==> src/rtl/uart_cmd_pkg.sv <==
// Shared types and helpers for the UART command-frame decoder family.
// Holds the decoder state encoding, the default command codes and the
// running checksum fold used on write frames.
package uart_cmd_pkg;

   typedef enum logic [1:0] {
      IDLE    = 2'd0,
      PAYLOAD = 2'd1,
      CHECK   = 2'd2
   } state_t;

   localparam logic [7:0] CMD_WR_DEF = 8'h55;
   localparam logic [7:0] CMD_RD_DEF = 8'hAA;

   // Folds one more byte into the running XOR checksum.
   function automatic logic [7:0] chkFold(input logic [7:0] acc, input logic [7:0] data);
      return acc ^ data;
   endfunction

endpackage

==> src/rtl/frame_timeout.sv <==
// Idle-gap watchdog for UART framers. The counter is cleared by 'clr' and
// advances on 'en'. 'expire' is raised on the idle cycle in which the count
// reaches TIMEOUT_CYC-1, so the owner can act on that same cycle. The
// counter saturates so a framer that keeps 'en' high cannot wrap it.
module frame_timeout #(
   parameter int TIMEOUT_CYC = 50000
) (
   input  logic clk,
   input  logic rst,
   input  logic clr,
   input  logic en,
   output logic expire
);

   localparam int CNT_W = $clog2(TIMEOUT_CYC);
   localparam logic [CNT_W-1:0] LAST_IDLE = CNT_W'(TIMEOUT_CYC - 2);
   localparam logic [CNT_W-1:0] SAT_VAL   = CNT_W'(TIMEOUT_CYC - 1);

   logic [CNT_W-1:0] count_q;
   logic [CNT_W-1:0] count_d;

   // Next count: clear wins, otherwise count idle cycles up to saturation.
   always_comb begin
      count_d = count_q;
      if (clr) begin
         count_d = '0;
      end else if (en && (count_q != SAT_VAL)) begin
         count_d = count_q + CNT_W'(1);
      end
   end

   // Idle counter register.
   always_ff @(posedge clk or posedge rst) begin
      if (rst) begin
         count_q <= '0;
      end else begin
         count_q <= count_d;
      end
   end

   assign expire = en && !clr && (count_q == LAST_IDLE);

endmodule

==> src/rtl/uart_cmd_frame_decode.sv <==
// UART command-frame decoder. Parses a command byte, a fixed-length payload
// and an optional XOR checksum, forwards payload bytes to the SDRAM write
// FIFO and raises write/read triggers. Bad frames (FIFO overflow, checksum
// mismatch, inter-byte timeout) are reported with wr_abort + frame_err so
// the downstream logic can discard what was already written.
module uart_cmd_frame_decode
   import uart_cmd_pkg::*;
#(
   parameter int         PAYLOAD_LEN = 4,
   parameter logic [7:0] CMD_WR      = CMD_WR_DEF,
   parameter logic [7:0] CMD_RD      = CMD_RD_DEF,
   parameter bit         CHK_EN      = 1'b1,
   parameter int         TIMEOUT_CYC = 50000
) (
   input  logic       s_clk,
   input  logic       s_rst,
   input  logic       uart_flag,
   input  logic [7:0] uart_data,
   input  logic       wfifo_full,
   output logic       wr_trig,
   output logic       rd_trig,
   output logic       wfifo_wr_en,
   output logic [7:0] wfifo_data,
   output logic       wr_abort,
   output logic       frame_err,
   output logic       busy
);

   // A single-byte payload still needs a one-bit counter to exist.
   localparam int CNT_W = (PAYLOAD_LEN > 1) ? $clog2(PAYLOAD_LEN) : 1;
   localparam logic [CNT_W-1:0] LAST_IDX = CNT_W'(PAYLOAD_LEN - 1);

   state_t           state_q;
   logic [CNT_W-1:0] byteCnt_q;
   logic [7:0]       chk_q;
   logic             bad_q;

   logic             wrTrig_q;
   logic             rdTrig_q;
   logic             wfifoWrEn_q;
   logic [7:0]       wfifoData_q;
   logic             wrAbort_q;
   logic             frameErr_q;

   logic             timerClr;
   logic             timerEn;
   logic             timerExpire;

   // The watchdog is held at zero while idle and restarted by every byte.
   assign timerClr = (state_q == IDLE) || uart_flag;
   assign timerEn  = !timerClr;

   frame_timeout #(
      .TIMEOUT_CYC(TIMEOUT_CYC)
   ) u_timeout (
      .clk   (s_clk),
      .rst   (s_rst),
      .clr   (timerClr),
      .en    (timerEn),
      .expire(timerExpire)
   );

   // Frame FSM with byte counter, checksum, bad flag and registered pulses.
   always_ff @(posedge s_clk or posedge s_rst) begin
      if (s_rst) begin
         state_q     <= IDLE;
         byteCnt_q   <= '0;
         chk_q       <= '0;
         bad_q       <= 1'b0;
         wrTrig_q    <= 1'b0;
         rdTrig_q    <= 1'b0;
         wfifoWrEn_q <= 1'b0;
         wfifoData_q <= '0;
         wrAbort_q   <= 1'b0;
         frameErr_q  <= 1'b0;
      end else begin
         wrTrig_q    <= 1'b0;
         rdTrig_q    <= 1'b0;
         wfifoWrEn_q <= 1'b0;
         wrAbort_q   <= 1'b0;
         frameErr_q  <= 1'b0;
         case (state_q)
            IDLE: begin
               if (uart_flag) begin
                  if (uart_data == CMD_WR) begin
                     state_q   <= PAYLOAD;
                     byteCnt_q <= '0;
                     bad_q     <= 1'b0;
                     chk_q     <= CMD_WR;
                  end else if (uart_data == CMD_RD) begin
                     rdTrig_q <= 1'b1;
                  end else begin
                     frameErr_q <= 1'b1;
                  end
               end
            end
            PAYLOAD: begin
               if (uart_flag) begin
                  chk_q     <= chkFold(chk_q, uart_data);
                  byteCnt_q <= byteCnt_q + CNT_W'(1);
                  if (!wfifo_full) begin
                     wfifoWrEn_q <= 1'b1;
                     wfifoData_q <= uart_data;
                  end else begin
                     bad_q <= 1'b1;
                  end
                  if (byteCnt_q == LAST_IDX) begin
                     if (CHK_EN) begin
                        state_q <= CHECK;
                     end else begin
                        state_q <= IDLE;
                        if (bad_q || wfifo_full) begin
                           wrAbort_q  <= 1'b1;
                           frameErr_q <= 1'b1;
                        end else begin
                           wrTrig_q <= 1'b1;
                        end
                     end
                  end
               end else if (timerExpire) begin
                  state_q    <= IDLE;
                  wrAbort_q  <= 1'b1;
                  frameErr_q <= 1'b1;
               end
            end
            CHECK: begin
               if (uart_flag) begin
                  state_q <= IDLE;
                  if ((uart_data == chk_q) && !bad_q) begin
                     wrTrig_q <= 1'b1;
                  end else begin
                     wrAbort_q  <= 1'b1;
                     frameErr_q <= 1'b1;
                  end
               end else if (timerExpire) begin
                  state_q    <= IDLE;
                  wrAbort_q  <= 1'b1;
                  frameErr_q <= 1'b1;
               end
            end
            default: begin
               state_q <= IDLE;
            end
         endcase
      end
   end

   assign wr_trig     = wrTrig_q;
   assign rd_trig     = rdTrig_q;
   assign wfifo_wr_en = wfifoWrEn_q;
   assign wfifo_data  = wfifoData_q;
   assign wr_abort    = wrAbort_q;
   assign frame_err   = frameErr_q;
   assign busy        = (state_q != IDLE);

endmodule

==> config.mk <==
export PLATFORM = sky130hd
export DESIGN_NAME = uart_cmd_frame_decode
export DESIGN_NICKNAME = d
export VERILOG_FILES = /design/src/rtl/uart_cmd_pkg.sv /design/src/rtl/frame_timeout.sv /design/src/rtl/uart_cmd_frame_decode.sv
export SDC_FILE = /design/constraint.sdc
export NUM_CORES = 1
export LEC_CHECK = 0
export ABC_AREA = 0
export BUFFER_PORTS_ARGS = -buffer_cell sky130_fd_sc_hd__clkbuf_2
export CORE_MARGIN = 3
export CORE_UTILIZATION = 30
export CTS_CLUSTER_DIAMETER = 100
export DETAILED_ROUTE_END_ITERATION = 10
export PLACE_DENSITY = 0.57
export SKIP_LAST_GASP = 1
export SYNTH_ARGS = -nofsm -noshare
export SYNTH_HDL_FRONTEND = slang
export SYNTH_SLANG_ARGS = --single-unit
==> constraint.sdc <==
create_clock -name s_clk -period 1.8 [get_ports s_clk]
set_clock_uncertainty 0.05 [all_clocks]
set_input_delay 0.27 -clock s_clk [delete_from_list [all_inputs] [get_ports s_clk]]
set_output_delay 0.27 -clock s_clk [all_outputs]
set_load 0.01 [all_outputs]
* Word level (Yosys, flattened, before mapping) *
Cells that the tools add are included.

operators by class
  magnitude comparators = 0
  reductions and logical operators = 14
  add/sub/neg operators = 2
  bitwise logic cells = 2
  multipliers = 0
  eq/ne operators = 13
  div/mod/pow operators = 0
  shift-type cells = 0
  multiplexer cells = 41

operators with widths
  cell                                                                    number
  16-bit 2-to-1 mux                                                       2
  8-bit 2-to-1 mux                                                        3
  1-bit 2-to-1 mux                                                        21
  2-bit 2-to-1 mux                                                        9
  16-bit by 1-bit adder with 16-bit output (second input constant)        1
  16-bit equality test (second input constant)                            1
  16-bit != test (second input constant)                                  1
  8-bit one-hot mux with 2 select lines                                   1
  8-bit by 7-bit equality test with 1-bit output (second input constant)  1
  8-bit equality test                                                     1
  8-bit equality test (second input constant)                             1
  8-bit XOR                                                               1
  2-bit != test (second input constant)                                   3
  2-bit one-hot mux with 3 select lines                                   1
  3-bit AND reduction                                                     2
  2-bit nonzero test                                                      3
  5-bit AND reduction                                                     1
  2-bit equality test (second input constant)                             2
  1-bit one-hot mux with 2 select lines                                   2
  2-bit one-hot mux with 2 select lines                                   1
  4-bit AND reduction                                                     1
  1-bit logical AND                                                       3
  3-bit != test (second input constant)                                   1
  1-bit one-hot mux with 3 select lines                                   1
  7 further kinds                                                         8

storage, ports and cells
  word-level logic and storage cells = 83
  memories kept = 0
  input bits = 12
  latch bits = 0
  bits in registers = 42
  memory bits (writable) = 0
  memory bits (read-only) = 0
  output and inout bits = 14

* Longest topological paths before layout *
  depth in word-level cells = 7
  depth in mapped cells = 9
  mapped depth without buffers = 7

* Hierarchy *
From an unflattened synthesis, not the netlist that was laid out.

unflattened totals
  cells, all modules = 231
  area, all modules = 2,337.2 sq um

by module, submodules not included
  module                 cells an instance  area each (sq um)  sequential area each (sq um)  times used
  uart_cmd_frame_decode  133                1,427.6            650.6                         1
  frame_timeout          98                 909.6              400.4                         1

* Least setup slack after synthesis *
OpenSTA, ideal clock, no wires.

  kind = flip-flop to flip-flop
  start point = register state_q[0]
  end point = register chk_q[6]
  path buffers = 2
  stages on the path, launching flop included = 9
  library setup time = 0.121 ns
  slack = 0.075 ns
  arrival = 1.554 ns
  data required time = 1.629 ns
  clock period less this slack = 1.725 ns
  cell sequence = dfrtp_1 > inv_1 > ha_1 > buf_2 > inv_1 > a21oi_4 > or2_1 > buf_6 > o22a_1

on the way
  word-level cells in the longest chain between the ends = 3
  elaborated cells between the ends (all ways) = 8
  classes of those cells = eq/ne: 4; mux: 1; reduce/logical: 3

ends and longest elaborated chain
  item                                                                                        line                          RTL
  start, declared                                                                             uart_cmd_frame_decode.sv:33   state_t state_q;
  start signal, assigned                                                                      uart_cmd_frame_decode.sv:66   state_q <= IDLE;
  start signal, assigned                                                                      uart_cmd_frame_decode.sv:86   state_q <= PAYLOAD;
  start signal, assigned                                                                      uart_cmd_frame_decode.sv:109  state_q <= CHECK;
  2-bit by 1-bit equality test with 1-bit output / 2-bit logical NOT (equally long branches)  uart_cmd_frame_decode.sv:82   case (state_q)
  2-bit != test (no source line), or another cell as far along                                n/a
  4-bit AND reduction (no source line)                                                        n/a
  end signal, assigned                                                                        uart_cmd_frame_decode.sv:99   chk_q <= chkFold(chk_q, uart_data);
  end, declared                                                                               uart_cmd_frame_decode.sv:35   logic [7:0] chk_q;

Parallel ways exist; a longest one is shown, timed or not.
A chain may end at the register's enable or synchronous reset.

* Worst setup path after layout *
  start point = register state_q[1]
  end point = output busy

on the way
  word-level cells in the longest chain between the ends = 1

ends and longest elaborated chain
  item                line                          RTL
  2-bit nonzero test  uart_cmd_frame_decode.sv:154  assign busy = (state_q != IDLE);
  end, declared       uart_cmd_frame_decode.sv:26   output logic busy

No other way between the ends.

==> impl_results.md <==
- Switching share of power: 33.5%
- Number of buffers created by CTS: 5
- I/O pin count: 26
- Die area: 0.00870 mm^2
- Min cycle time layout: 1820 ps
- Synth Cell Area: 0.00229 mm^2
- CP Class: flip-flop to output pin
- Failing checks: negative setup slack
- GRT Total Usage: 12.5%
- Pwr dens: 1280 mW/mm^2
- Sequential share of the synthesized area: 46.0%
- RR Endpoint: chk_q[1]
- Hold crit path type: primary input to flip-flop
- Register Area: 0.00105 mm^2
- Clk buf depth: 2
- Die width: 93.3 um
- # Max-Cap Violations: 0
- Count of flip-flops with a built-in enable after synthesis: 0
- Fin nets: 307
- Multi-input gate area: 0.00117 mm^2
- Met1 Resource Use GR: 16.9%
- R2R setup slack: 90 ps
- Final Instance Count excl. Fillers: 388
- Largest stage delay, worst path: 410 ps
- Drt drc: 0
- Maximum number of pins on one net before global-route repair: 26
- Dpl ws: -6.71 ps
- Sequential share of power: 36.8%
- Layout cells sized above 1: 26.0%
- Worst hold path depth: 3
- Clk network pwr share: 25.4%
- # H-tree levels: 2
- Internal Power: 2.42 mW
- Final worst setup slack: -19.5 ps
- Crit-path slowest cell: dfrtp_1
- Crit. End Element: output pin
- Clock-pin transition on the worst setup and hold timing paths: 90 ps
- # port buffers: 25
- VDD IR max: 0.000501 V
- WL per Instance: 13.1 um
- Worst R2R Path Depth: 6
- Number of fillers in the final layout: 755
- Number of global-route vias before repair: 1,823
- CP Launch Type: flip-flop
- ANT cells: 0
- Initial core utilization: 31.2%
- M2 GR Usage: 20.0%
- Synthesized net count: 259
- Routed vias: 1,870
- Drt first-iter violations: 76
- Syn Inst Count: 240
- WP data required: 1480 ps
- Clk Latency, worst-skew pair: 290 ps
- Worst R2R Start: state_q[1]
- Comb power frac: 37.8%
- Max Clock Freq: 550 MHz
- Worst-margin pin slew: 350 ps
- NetSw: 1.22 mW
- Crit path cell chain: inv_1, ha_2, inv_1, buf_4, clkbuf_2
- Detailed Route WL: 5070 um
- Antenna violations before repair: 0
- Hold Vio Cnt, Final: 0
- Max_slew headroom: 76.6%
- Most frequent cells in the layout: 42 x dfrtp_1, 37 x nand2_1, 25 x clkbuf_2
- Via density: 4.82
- Detailed Place HPWL: 3840 um
- Final setup vio count: 1
- GR met3 Demand/Resource: 2.98%
- Asr flop ratio synth: 100%
- CP Max Fanout: 7
- Grt ovf: 0
- Root buf cell: clkbuf_8
- CP Buf/Inv Count: 4
- First-pass iteration count of the detailed router: 4
- CTS tree: built
- Total power: 3.64 mW
- Hold endpoint: wfifo_data[2]
- GR peak layer: met2
- P_leak: 1.27 nW
- Hold Crit Start: uart_data[2]
- Top_reg_cell synth: dfrtp_1
- Crit path arrival time: 1500 ps
- Most frequent CP cell: inv_1
- Area after detailed placement: 0.00264 mm^2
- Commonest non-fill, non-tap cell in the layout: dfrtp_1
- Final GP Congestion: 0.791
- Finished layout cell area: 0.00283 mm^2
- RSZ-0062 raised after global routing: yes
- Flops & latches, synth: 42
- Warnings from Yosys: 0
- Detail Route Antenna Nets: 0
- Placed cell count: 377
- P&R area growth vs syn: 24.0%
- Core area: 0.00733 mm^2
- Largest delay share family, worst path: buffers and inverters
- First-pass GRT wire length: 8790 um
- Final worst-path cycle share: 101%
- # clock sinks: 42
- Outcome: finished, violations left
- Max Slew Vio Count: 0
- Post-synth cell types: 50
- Avg Inst Size Synth: 9.52 um^2
- # rows: 31
- Die Span Y: 93.3 um
==> layout make-up <==
| type | instances | area share (%) |
|---|---|---|
| Sequential cell | 42 | 37.1 |
| Clock buffer | 6 | 2.91 |
| Clock inverter | 2 | 2.12 |
| Timing Repair Buffer | 47 | 10.3 |
| Inverter | 13 | 1.85 |
| Multi-Input combinational cell | 179 | 41.3 |
| Tap cell | 99 | 4.37 |
==> power by group through the flow <==
stage | clock [mW] | combinational, mW | sequential, mW
6_report | 0.925 | 1.38 | 1.34
3_3_place_gp | 0 | 1.31 | 1.35
4_1_cts | 0.956 | 1.35 | 1.34
3_5_place_dp | 0 | 1.33 | 1.36
5_1_grt | 0.986 | 1.55 | 1.37
2_1_floorplan | 0 | 0.787 | 1.39
==> worst reg2reg max path, delay by kind of cell (launching register included) <==
family	cells	cell delay (ps)
buffers and inverters	2	230
flip-flops	1	410
adder cells (fa/ha/maj)	1	270
AND/OR/NAND/NOR	1	310
AO/OA/AOI/OAI	2	290
==> registers in the layout, indices dropped and copies added (netlist names) <==
name and flops:
u_timeout.count_q 16, chk_q 8, wfifo_data 8, byteCnt_q 2, state_q 2, bad_q 1, frame_err 1, rd_trig 1
wfifo_wr_en 1, wr_abort 1, wr_trig 1
==> cell usage after synthesis, types with 2 or more instances <==
master	count	share of area, %
xnor2_1	9	3.4
a31oi_1	5	1.4
or3_1	2	0.55
clkbuf_1	2	0.33
nand3_1	4	0.88
nor4bb_1	2	0.88
inv_1	12	2.0
nand2b_1	2	0.55
o22a_1	5	1.9
nand2_1	38	6.2
ha_1	7	3.8
and3_1	2	0.55
or2_2	4	1.1
nor2_1	20	3.3
a211oi_1	3	0.99
nor2b_1	2	0.55
dfrtp_1	42	46
nand4_1	5	1.4
and4_1	3	1.1
xor2_1	4	1.5
a21oi_1	6	1.3
and4bb_4	2	1.4
nor4_1	2	0.55
o21ai_0	21	4.6
a221oi_1	2	0.77
buf_2	3	0.66
nor3_1	8	1.8
==> metrics by stage <==
step	TNS (ps)	utilization, %	hold slack, ps
final	-19.5	38.7	175
after detailed placement	-6.71	36.1	254
after global placement	0	36.1	247
after global routing	-84.7	38.7	208
after floorplan	0	-	325
after CTS	-24.2	38.2	171
==> worst max path at each step <==
stage | cells past startpoint | start | slack (ps) | to
after floorplan | 8 | state_q[0] | 70 | chk_q[6]
after global placement | 6 | state_q[1] | 70 | chk_q[4]
after detailed placement | 6 | state_q[1] | -7 | chk_q[4]
after CTS | 5 | state_q[1] | -20 | busy
after global routing | 5 | state_q[1] | -80 | busy
final | 5 | state_q[1] | -20 | busy
==> repair_timing <==
item | 4_1_cts | 5_1_grt
setup buffers | 0 | 2
cloned | 0 | 0
resized for setup | 1 | 7
hold endpoints to repair | 42 | 0
hold buffers | 1 | 0
endpoints found under the setup margin | 2 | 19
==> kinds of logic (layout without fill, tap and decap cells) <==
logic type,after synthesis,count (layout),synth area share [%]
AOI/OAI and AO/OA,51,51,15.1
xor gates and xnor gates,13,13,4.98
adders and majority gates,7,7,3.83
buffers and inverters,19,68,3.61
DFF,42,42,46.0
muxes,1,1,0.438
and+or+nand+nor,107,107,26.1
==> routing by layer <==
metal / vias to the layer above / part of all wire, % / routed length [um]
li1: 946 / - / -
met1: 890 / 49 / 2490
met2: 30 / 46 / 2340
met3: 4 / 4.1 / 208
met4: 0 / 0.81 / 41
met5: - / 0 / 0
(Power assumes the default switching activity.)
